$ cat src/rtl/ffd_posedge_en_reg_pkg.sv
// ============================================================================
// Module : ffd_posedge_en_reg_pkg
// Brief  : Shared width constants used by instantiators of ffd_posedge_en_reg.
// Rev    : 1.0  initial release
// ============================================================================
`default_nettype none

package ffd_posedge_en_reg_pkg;

  localparam int unsigned WIDTH              = 32;
  localparam int unsigned DATA_ADDRESS_WIDTH = 16;
  localparam int unsigned DATA_ROW_WIDTH     = 16;
  localparam int unsigned ROM_ADDRESS_WIDTH  = 16;

  localparam int unsigned SIZE_MIN = 1;
  localparam int unsigned SIZE_MAX = 256;

  // Legal SIZE range for the register cell.
  function automatic bit size_is_legal(input int unsigned size);
    return (size >= SIZE_MIN) && (size <= SIZE_MAX);
  endfunction

endpackage

`default_nettype wire

$ cat src/rtl/ffd_posedge_en_reg_if.sv
// ============================================================================
// Module : ffd_posedge_en_reg_if
// Brief  : Load/data bundle for ffd_posedge_en_reg. oUpdated exists only when
//          FFD_UPDATE_STROBE_EN is defined.
// Rev    : 1.0  initial release
// ============================================================================
`default_nettype none

interface ffd_posedge_en_reg_if
  import ffd_posedge_en_reg_pkg::*;
#(
  parameter int unsigned SIZE = WIDTH
);

  logic            Enable;
  logic [SIZE-1:0] D;
  logic [SIZE-1:0] Q;
`ifdef FFD_UPDATE_STROBE_EN
  logic            oUpdated;
`endif

`ifdef FFD_UPDATE_STROBE_EN
  modport master (output Enable, output D, input  Q, input  oUpdated);
  modport slave  (input  Enable, input  D, output Q, output oUpdated);
`else
  modport master (output Enable, output D, input  Q);
  modport slave  (input  Enable, input  D, output Q);
`endif

endinterface

`default_nettype wire

$ cat src/rtl/ffd_posedge_en_reg.sv
// ============================================================================
// Module : ffd_posedge_en_reg
// Brief  : Rising-edge D register with load enable and async active-high
//          reset. Optional load strobe via macro FFD_UPDATE_STROBE_EN.
// Rev    : 1.0  initial release
// ============================================================================
`default_nettype none

module ffd_posedge_en_reg
  import ffd_posedge_en_reg_pkg::*;
#(
  parameter int unsigned     SIZE        = WIDTH,
  parameter logic [SIZE-1:0] RESET_VALUE = '0
) (
  input  wire logic            Clock,
  input  wire logic            Reset,
  ffd_posedge_en_reg_if.slave  bus
);

  // Reset is in the sensitivity list, so it wins over a coincident load edge.
  always_ff @(posedge Clock or posedge Reset) begin
    if (Reset) begin
      bus.Q        <= RESET_VALUE;
`ifdef FFD_UPDATE_STROBE_EN
      bus.oUpdated <= 1'b0;
`endif
    end else begin
      if (bus.Enable) begin
        bus.Q <= bus.D;
      end
`ifdef FFD_UPDATE_STROBE_EN
      bus.oUpdated <= bus.Enable;
`endif
    end
  end

endmodule

`default_nettype wire

$ cat src/flat_wrapper.sv
// flat-port wrapper written by rule: the top's interface ports become plain ports
module ffd_posedge_en_reg_flat import ffd_posedge_en_reg_pkg::*;
#(
  parameter int unsigned     SIZE        = WIDTH,
  parameter logic [SIZE-1:0] RESET_VALUE = '0
)
  (Clock, Reset, bus_Enable, bus_D, bus_Q);
  ffd_posedge_en_reg_if #(.SIZE(SIZE)) bus_i ();
  input  wire logic Clock;
  input  wire logic Reset;
  input wire logic [$bits(bus_i.Enable)-1:0] bus_Enable;
  input wire logic [$bits(bus_i.D)-1:0] bus_D;
  output wire logic [$bits(bus_i.Q)-1:0] bus_Q;
  assign bus_i.Enable = bus_Enable;
  assign bus_i.D = bus_D;
  assign bus_Q = bus_i.Q;
  ffd_posedge_en_reg #(.SIZE(SIZE), .RESET_VALUE(RESET_VALUE)) u_core (.Clock(Clock), .Reset(Reset), .bus(bus_i));
endmodule
$ cat config.mk
export PLATFORM = sky130hd
export DESIGN_NAME = ffd_posedge_en_reg_flat
export DESIGN_NICKNAME = d
export VERILOG_FILES = /design/src/rtl/ffd_posedge_en_reg_pkg.sv /design/src/rtl/ffd_posedge_en_reg_if.sv /design/src/rtl/ffd_posedge_en_reg.sv /design/src/flat_wrapper.sv
export SDC_FILE = /design/constraint.sdc
export NUM_CORES = 1
export LEC_CHECK = 0
export CAP_MARGIN = 20
export CORE_MARGIN = 1.5
export CORE_UTILIZATION = 42
export DETAILED_ROUTE_END_ITERATION = 6
export PLACE_DENSITY = 0.8
export SKIP_CTS_REPAIR_TIMING = 1
export SYNTH_ARGS = -nofsm -noshare
export SYNTH_HDL_FRONTEND = slang
export SYNTH_SLANG_ARGS = --single-unit
$ cat constraint.sdc
create_clock -name Clock -period 3.39 [get_ports Clock]
set_clock_uncertainty 0.2 [all_clocks]
set_input_delay 0.678 -clock Clock [delete_from_list [all_inputs] [get_ports Clock]]
set_output_delay 0.678 -clock Clock [all_outputs]
set_load 0.03 [all_outputs]
==> summary.md <==
| Metric | Value |
|---|---|
| Seq/Total Area, Yosys | `59.4%` |
| Min Tclk post-route | `2260 ps` |
| Crit path max fanout | `2` |
| Warnings from Yosys | `0` |
| Pwr dens | `448 mW/mm^2` |
| Fmax | `0.442 GHz` |
| Worst-Margin Slew | `977 ps` |
| Clock Sinks | `32` |
| Num CTS Buffers | `5` |
| CP required | `2510 ps` |
| Die Area | `0.00356 sq mm` |
| Wire per inst | `14.3 um` |
| Synth Area per Inst | `19.5 sq um` |
| Vias in the first global route | `874` |
| Row count | `20` |
| Main combinational cell family by area after synthesis | `multiplexers` |
| IO Port Bufs | `66` |
| Max cap viols | `0` |
| Via density per instance | `4.52` |
| Via count | `827` |
| DRC violations left | `0` |
| XOR/XNOR Fraction of Synth Area | `0%` |
| Worst Setup End Kind | `primary output` |
| Commonest non-fill, non-tap cell in the layout | `clkdlybuf4s50_1` |
| Hold Vio Cnt, Final | `0` |
| Htree depth | `2` |
| Largest net degree at the start of global routing | `33` |
| Top cell type's share of synthesized area | `59.4%` |
| Pleak | `0.925 nW` |
| Placed cell area | `0.00200 sq mm` |
| Initial antenna violation count | `0` |
| Layout cells sized above 1 | `28.8%` |
| Final setup fails | `0` |
| Worst hold path class | `reg2reg` |
| Mux cell area share after synthesis | `35.1%` |
| WP buf/inv | `1` |
| GRT Util Overall | `16.0%` |
| Final TNS setup | `0 ps` |
| Fin cells | `183` |
| Maximum VDD drop | `0.234 mV` |
| Total power | `915 uW` |
| Post-DP HPWL | `1860 um` |
| Yosys reg bits | `32` |
| CP Launch Type | `flip-flop` |
| Crit-path max cell delay | `680 ps` |
| Layout area overhead | `51.4%` |
| Simple-gate area share of the yosys netlist | `0%` |
| First-pass GRT wire length | `4090 um` |
| FF+latch area | `801 sq um` |
| Clk slew on worst S/H paths | `100 ps` |
| Ranking of synthesized cells by area | `dfrtp_1 (59%), mux2_4 (33%), buf_12 (4.5%), mux2_2 (1.7%), buf_6 (0.83%)` |
| Largest register FFs | `32` |
| Clock Latency Late Sink | `320 ps` |
| Synth Area in Compound Gates | `0%` |
| Critical path's top delay family | `buffers and inverters` |
| Post-synth net total | `104` |
| Initial core utilization | `44.2%` |
| Cell area after synthesis | `0.00135 sq mm` |
| Die boundary height | `59.7 um` |
| Placed Cells | `176` |
| Root buffer cell | `clkbuf_4` |
| Slowest CP cell | `clkdlybuf4s50_1` |
| Die width | `59.7 um` |
| Core area | `0.00305 sq mm` |
| Worst Path Arrival | `1390 ps` |
| Biggest register | `u_core.bus.Q` |
| Routed WL | `2610 um` |
| Setup CP Type | `reg2out` |
| Initial DRT Pass Iterations | `2` |
| Worst-case clock buffer depth | `2` |
| CTS tree | `done` |
| Nets@finish | `174` |
| Status | `completed` |
| I/O pins | `67` |
| Top flop regs | `u_core.bus.Q: 32 flops` |
| Final worst-path cycle share | `66.8%` |
| Fin. max-slew vios | `0` |
| Most frequent cells in the layout | `clkdlybuf4s50_1 (65), dfrtp_1 (32), mux2_4 (30), clkbuf_4 (5), mux2_2 (2)` |
| Syn Inst Count | `69` |
| Grt total ovfl | `0` |
| Post-synth top area cell | `dfrtp_1` |
| RSZ-0062 raised after global routing | `no` |
| Worst slew margin | `34.9%` |
| Utilization after layout | `66.9%` |
| Area of the multi-input gates | `473 sq um` |
| Finished Cell Area | `0.00204 sq mm` |
| Iteration-0 DRC Markers | `14` |
| Synth Area in Adders | `0%` |
| Antenna fix cells | `0` |
| RePlAce Congestion | `0.651` |
| CP cell instances | `clkdlybuf4s50_1` |
| Routed Antenna Nets | `0` |
| Post-synth cell types | `6` |
| Filler cell count | `229` |
logic make-up after synthesis:
logic type | Yosys count
muxes | 32
DFF | 32
buffers and inverters | 5
metal layers:
layer	part of all wire, %	track usage, %	vias to the layer above
li1	-	-	375
met1	43	19.8	408
met2	47	25.0	41
met3	9.0	7.58	3
met4	0.88	4.76	0
met5	0	0	-
cell usage after synthesis:
cell / n
buf_6: 1
dfrtp_1: 32
mux2_4: 30
buf_12: 3
inv_1: 1
mux2_2: 2
layout make-up:
| class | count | share of cell area [%] |
|---|---|---|
| flip-flops and latches | 32 | 39.2 |
| repair buffers | 67 | 32.5 |
| multi-input cells | 32 | 23.2 |
| well taps | 44 | 2.70 |
| clock buffers | 6 | 2.02 |
| clock inverters | 1 | 0.245 |
| inverters | 1 | 0.184 |
metrics by stage:
step | hold slack (ps) | setup WS [ps]
6_report | 315 | 1130
3_3_place_gp | 294 | 1250
4_1_cts | 317 | 1110
3_5_place_dp | 292 | 1220
5_1_grt | 333 | 1060
2_1_floorplan | 519 | 1820
power by group:
group | switching (mW) | leakage, nW | internal (mW)
logic | 0.126 | 0.522 | 0.153
registers | 0.0229 | 0.374 | 0.420
clock network | 0.117 | 0.0281 | 0.0762
final timing paths:
kind / from / end / slack [ps] / cells past startpoint
worst max-delay path: u_core.bus.Q[12] / bus_Q[12] / 1130 / 1
worst min-delay path: u_core.bus.Q[30] / u_core.bus.Q[30] / 310 / 1
worst max register to register: u_core.bus.Q[12] / u_core.bus.Q[12] / 2410 / 1
worst min register to register: u_core.bus.Q[30] / u_core.bus.Q[30] / 310 / 1
max in group asynchronous: Reset / u_core.bus.Q[4] / 2180 / 3
min in group asynchronous: Reset / u_core.bus.Q[18] / 530 / 3
No activity file was read; power rests on OpenSTA's default activity.
